--- src/rtl/wb_tlc_credit_track.sv ---
// wb_tlc_credit_track
//   Receive-side flow-control gate for the WB-side receive buffer (clk_125 domain).
//   A TLP is admitted only when a buffer slot is free and enough dword credits
//   remain. Each admitted TLP length is remembered in a small FIFO so that a
//   returned-credit pulse can give back exactly the dwords that TLP consumed.
//
// Ports
//   clk_125      in   1       clock for all logic
//   rstn         in   1       synchronous active-low reset
//   tlp_req      in   1       admit request, held until tlp_gnt
//   tlp_len      in   10      payload length in dwords, 0 means 1024
//   tlp_gnt      out  1       one-cycle grant (credits debited on the same edge)
//   cr_125       in   1       one-cycle credit-return pulse
//   slots_avail  out  SLOT_W  free TLP slots
//   dw_avail     out  DW_W    free dword credits
//   credit_err   out  1       sticky: credit returned with nothing outstanding
//   idle         out  1       no TLP outstanding
//   fsm_state    out  1       debug view of the grant FSM (0 = IDLE, 1 = GRANT)
//
// Handshake: tlp_req/tlp_len form a request that the requester holds stable
// until the cycle tlp_gnt is high; the transfer happens on the edge that
// raises tlp_gnt. The FSM ignores tlp_req while tlp_gnt is high, so the
// requester may present the next tlp_len during that cycle.

module wb_tlc_credit_track #(
  parameter int NUM_SLOTS    = 8,
  parameter int DATA_CREDITS = 1024,
  parameter int DW_W         = 11,
  parameter int SLOT_W       = 4
) (
  input  logic              clk_125,
  input  logic              rstn,
  input  logic              tlp_req,
  input  logic [9:0]        tlp_len,
  output logic              tlp_gnt,
  input  logic              cr_125,
  output logic [SLOT_W-1:0] slots_avail,
  output logic [DW_W-1:0]   dw_avail,
  output logic              credit_err,
  output logic              idle,
  output logic              fsm_state
);

  localparam int PTR_W = (NUM_SLOTS > 1) ? $clog2(NUM_SLOTS) : 1;

  typedef enum logic {
    ST_IDLE  = 1'b0,
    ST_GRANT = 1'b1
  } state_t;

  state_t state_q, state_d;

  logic [10:0]       len_eff;
  logic [DW_W-1:0]   len_dw;
  logic [DW_W-1:0]   pop_dw;
  logic              fit;
  logic              push;
  logic              pop;
  logic              err_evt;
  logic [SLOT_W-1:0] slots_d;
  logic [DW_W:0]     dw_sum;
  logic [DW_W-1:0]   dw_d;

  logic [10:0]       fifo_mem [NUM_SLOTS];
  logic [PTR_W-1:0]  wr_ptr;
  logic [PTR_W-1:0]  rd_ptr;

  assign len_eff = (tlp_len == 10'd0) ? 11'd1024 : {1'b0, tlp_len};
  assign len_dw  = DW_W'(len_eff);
  assign pop_dw  = DW_W'(fifo_mem[rd_ptr]);

  // Registered counters only: a credit returned this cycle cannot help a TLP fit.
  assign fit = (slots_avail != '0) && (len_dw <= dw_avail);

  // A full slot count means nothing is outstanding, so a return is bogus.
  assign pop     = cr_125 && (slots_avail != SLOT_W'(NUM_SLOTS));
  assign err_evt = cr_125 && (slots_avail == SLOT_W'(NUM_SLOTS));

  always_comb begin
    state_d = state_q;
    push    = 1'b0;
    case (state_q)
      ST_IDLE: begin
        if (tlp_req && fit) begin
          state_d = ST_GRANT;
          push    = 1'b1;
        end
      end
      ST_GRANT: state_d = ST_IDLE;
      default:  state_d = ST_IDLE;
    endcase
  end

  always_comb begin
    slots_d = slots_avail;
    case ({push, pop})
      2'b10:   slots_d = slots_avail - SLOT_W'(1);
      2'b01:   slots_d = slots_avail + SLOT_W'(1);
      default: slots_d = slots_avail;
    endcase
  end

  // One bit of headroom so the add-then-subtract never wraps mid-way.
  always_comb begin
    dw_sum = {1'b0, dw_avail};
    if (pop)  dw_sum = dw_sum + {1'b0, pop_dw};
    if (push) dw_sum = dw_sum - {1'b0, len_dw};
    dw_d = dw_sum[DW_W-1:0];
  end

  always_ff @(posedge clk_125) begin
    if (!rstn) begin
      state_q     <= ST_IDLE;
      wr_ptr      <= '0;
      rd_ptr      <= '0;
      slots_avail <= SLOT_W'(NUM_SLOTS);
      dw_avail    <= DW_W'(DATA_CREDITS);
      credit_err  <= 1'b0;
      idle        <= 1'b1;
    end else begin
      state_q     <= state_d;
      slots_avail <= slots_d;
      dw_avail    <= dw_d;
      idle        <= (slots_d == SLOT_W'(NUM_SLOTS));
      if (push)    wr_ptr     <= wr_ptr + PTR_W'(1);
      if (pop)     rd_ptr     <= rd_ptr + PTR_W'(1);
      if (err_evt) credit_err <= 1'b1;
    end
  end

  // Length storage needs no reset: entries are only read after being written.
  always_ff @(posedge clk_125) begin
    if (rstn && push) fifo_mem[wr_ptr] <= len_eff;
  end

  assign tlp_gnt   = (state_q == ST_GRANT);
  assign fsm_state = state_q;

`ifndef SYNTHESIS
  a_slots_max: assert property (@(posedge clk_125) disable iff (!rstn)
    slots_avail <= SLOT_W'(NUM_SLOTS));
  a_dw_max: assert property (@(posedge clk_125) disable iff (!rstn)
    dw_avail <= DW_W'(DATA_CREDITS));
  a_dw_no_wrap: assert property (@(posedge clk_125) disable iff (!rstn)
    dw_sum <= (DW_W+1)'(DATA_CREDITS));
`endif

endmodule

--- config.mk ---
export PLATFORM = sky130hd
export DESIGN_NAME = wb_tlc_credit_track
export DESIGN_NICKNAME = d
export VERILOG_FILES = /design/src/rtl/wb_tlc_credit_track.sv
export SDC_FILE = /design/constraint.sdc
export NUM_CORES = 1
export LEC_CHECK = 0
export BUFFER_PORTS_ARGS = -buffer_cell sky130_fd_sc_hd__buf_4
export CAP_MARGIN = 40
export CORE_MARGIN = 2
export CORE_UTILIZATION = 51
export CTS_BUF_LIST = sky130_fd_sc_hd__clkbuf_8
export DETAILED_ROUTE_END_ITERATION = 6
export PLACE_DENSITY_LB_ADDON = 0.1
export SETUP_SLACK_MARGIN = 0.02
export SYNTH_ARGS = -nofsm -noshare
export SYNTH_HDL_FRONTEND = slang
export SYNTH_SLANG_ARGS = --single-unit
--- constraint.sdc ---
create_clock -name clk_125 -period 4.95 [get_ports clk_125]
set_input_delay 0.99 -clock clk_125 [delete_from_list [all_inputs] [get_ports clk_125]]
set_output_delay 0.99 -clock clk_125 [all_outputs]
set_load 0.02 [all_outputs]
==> results.sh <==
export IMPL_status="finished clean"
export IMPL_slowest_stage="mux4_2"
export IMPL_critPathMaxFanout=5
export IMPL_netlist_area_um2=5670
export IMPL_synth_nets=483
export IMPL_leakage_nw=2.48
export IMPL_busiest_layer="met2"
export IMPL_wl_per_cell_um=19.3
export IMPL_post_route_util_pct=60.4
export IMPL_synth_simple_area_share_pct=7.34
export IMPL_grt_max_degree=21
export IMPL_cts_hold_buf=0
export IMPL_htree_num_levels=4
export IMPL_ys_seq_elements=115
export IMPL_dp_cells=595
export IMPL_fin_crit_ps=4530
export IMPL_core_um2=10800
export IMPL_pin_count=33
export IMPL_ys_flop_type="edfxtp_1"
export IMPL_n_antenna_cell=0
export IMPL_seq_power_share_pct=32.9
export IMPL_worst_pin_slew_ps=730
export IMPL_synth_fa_ha_area_share_pct=9.00
export IMPL_use_met2_pct=36.5
export IMPL_irDropWorstVdd_mv=0.361
export IMPL_grt_overflow=0
export IMPL_num_nets_final=527
export IMPL_ant_nets=0
export IMPL_syn_inst=430
export IMPL_r2r_cells=17
export IMPL_antenna_found_initial=0
export IMPL_critPathLaunchType="flip-flop"
export IMPL_cts_tree="done"
export IMPL_die_area_um2=12000
export IMPL_cts_resized=0
export IMPL_slew_headroom_pct=51.3
export IMPL_drt_pass1_iterations=4
export IMPL_p_sw_mw=1.40
export IMPL_max_cap_violations=0
export IMPL_fp_row_count=38
export IMPL_grt_pass1_wl_um=19400
export IMPL_start_util_pct=52.3
export IMPL_path_clk_slew_ps=70
export IMPL_path_delay_family="compound AO/OA/AOI/OAI gates"
export IMPL_design_area_um2=6540
export IMPL_die_h_um=109
export IMPL_max_stage_delay_ps=500
export IMPL_final_layout_size_suffix_gt1_share_pct=25.3
export IMPL_arrival_ps=4840
export IMPL_insertion_delay_ps=440
export IMPL_ys_warn_count=0
export IMPL_synth_compound_area_share_pct=8.27
export IMPL_endpoint_kind="flip-flop"
export IMPL_placedInstanceArea_um2=6150
export IMPL_reg2reg_to="dw_avail[10]"
export IMPL_clock_root_buffer="clkbuf_8"
export IMPL_r2r_setup_slack_ps=420
export IMPL_gp_congestion=0.900
export IMPL_synth_top_family_by_area="multiplexers"
export IMPL_hp_class="reg2reg"
export IMPL_grt_pass1_vias=3662
export IMPL_use_met3_pct=5.04
export IMPL_vias_per_cell=5.65
export IMPL_crit_end="dw_avail[10]"
export IMPL_power_share_clock_pct=22.7
export IMPL_area_delta_synth_final_pct=15.4
export IMPL_synthDistinctLibCells=44
export IMPL_cts_buffers_inserted=17
export IMPL_initialDrtViolationCount=196
export IMPL_postCtsSetupRepairBufs=0
export IMPL_io_buffer_count=32
export IMPL_fin_crit_sh_pct=91.4
export IMPL_skew_ps=16.2
export IMPL_grt_total_usage_pct=22.6
export IMPL_grt_setup_unrepaired="false"
export IMPL_final_cells=627
export IMPL_drc=0
export IMPL_syn_avg_cell_area_um2=13.2
export IMPL_vias=3542
export IMPL_yosysSeqAreaShare_pct=56.1
export IMPL_crit_required_ps=5270
export IMPL_synth_edf_count=88
export IMPL_synth_area_mux_share_pct=12.0
export IMPL_internal_power_mw=2.34
export IMPL_cp_cell_sequence="buf_4, mux4_2, mux2_2, ha_1, a211oi_1, o21bai_1, a21oi_1, xor2_1, o21ai_0, ha_1, nor3_1, o21a_1, o31ai_1, a21oi_1, xor2_1, and3_1, mux2i_1"
export IMPL_power_per_cell_area_nw_per_um2=572
export IMPL_comb_power_share_pct=44.4
export IMPL_finalSetupViolCount=0
export IMPL_wl_um=12100
export IMPL_met1_usage_pct=29.9
export IMPL_crit_type="reg2reg"
export IMPL_cp_buffers_inverters=1
export IMPL_tns_ps=0
export IMPL_drv_slew=0
export IMPL_synthArstFlopShare_pct=0
export IMPL_synth_xor_xnor_area_share_pct=3.71
export IMPL_sw_frac_of_total_pct=37.4
export IMPL_max_clock_freq_mhz=221
export IMPL_hold_viol=0
export IMPL_place_hpwl_um=8550
export IMPL_timing_hold_ws_ps=484
export IMPL_die_x_um=109
export IMPL_cts_path_max_buffers=2
export IMPL_clkSinkCount=115
export IMPL_path_depth=17
==> final cells by class <==
| type | count | area (um2) |
|---|---|---|
| clock buffers | 17 | 234 |
| clock inverters | 15 | 159 |
| fillers | 882 | 4300 |
| inverters | 29 | 109 |
| multi-input cells | 263 | 2320 |
| flip-flops and latches | 115 | 3180 |
| well taps | 140 | 175 |
| repair buffers | 48 | 360 |
==> power groups by stage <==
stage	clock, mW	sequential [mW]	combinational (mW)
6_report	0.850	1.23	1.66
5_1_grt	0.909	1.24	1.85
4_1_cts	0.867	1.23	1.66
3_5_place_dp	0	1.25	1.65
3_3_place_gp	0	1.25	1.63
2_1_floorplan	0	1.28	1.20
==> per-layer routing <==
metal / up-vias / part of all wire (%)
li1: 1699 / -
met4: 0 / 1.8
met1: 1750 / 46
met2: 73 / 48
met5: - / 0
met3: 20 / 3.7
==> cells in the final DEF, fill, tap and decap left out, types with 3 or more instances in the layout <==
cell         n
xnor2_1     14
and3_1       3
xor2_1      10
a31oi_1      3
mux4_2      22
nand2_1     23
nor4_2       3
clkinvlp_4   3
a211oi_1    10
clkinv_4     5
ha_1        36
edfxtp_1    88
o21ai_0     15
dfxtp_1     27
a21o_1       6
mux2i_1      7
clkbuf_8    17
o211a_1      4
a21oi_1     19
nand3_1      5
fa_1         3
nand2b_1     6
mux2_2      10
inv_1       27
nor3_2       4
buf_4       48
nand4_1      3
clkinv_2     3
nor2_1      32
==> cells by family after synthesis <==
family	Yosys count
adder cells (fa/ha/maj)	39
AO/OA/AOI/OAI	71
buffers and inverters	52
multiplexers	39
AND/OR/NAND/NOR	90
XOR/XNOR	24
flip-flops	115
==> sequential cells by signal, summed over array words and instances (netlist names), named ones only <==
register and count:
wr_ptr 3, slots_avail 4, fsm_state 1, dw_avail 11
credit_err 1, idle 1, fifo_mem 88, rd_ptr 3
==> cells in the mapped netlist, types with 4 or more instances <==
master	number	area, um2
a211oi_1	10	75.1
a21o_1	6	45.0
a21oi_1	19	95.1
buf_2	5	25.0
clkbuf_1	15	56.3
dfxtp_1	27	541
edfxtp_1	88	2640
ha_1	36	450
inv_1	27	101
mux2_2	10	113
mux2i_1	7	70.1
mux4_2	22	495
nand2_1	23	86.3
nand2b_1	6	37.5
nand3_1	5	25.0
nor2_1	32	120
nor3_1	6	30.0
nor4_1	5	31.3
o211a_1	4	40.0
o21ai_0	15	75.1
xnor2_1	14	123
xor2_1	10	87.6
==> tightest hold or removal path, stage by stage (launching register included) <==
cell and delay [ps]:
dfxtp_1 340, a31oi_1 40, nor2_1 70
==> through the flow <==
stage | worst slack (ps) | power (mW)
finish | 424 | 3.74
global route | 58.8 | 4.00
CTS | 435 | 3.76
detailed placement | 290 | 2.90
global placement | 414 | 2.88
floorplan | 199 | 2.49
==> worst min path at each step <==
stage | startpoint | endpoint | depth (start not counted)
after global routing | credit_err | credit_err | 2
after floorplan | rd_ptr[1] | flip-flop | 2
after CTS | credit_err | credit_err | 2
after detailed placement | credit_err | credit_err | 2
final | credit_err | credit_err | 2
after global placement | credit_err | credit_err | 2
Note: power is estimated with default switching activity, not from simulation.
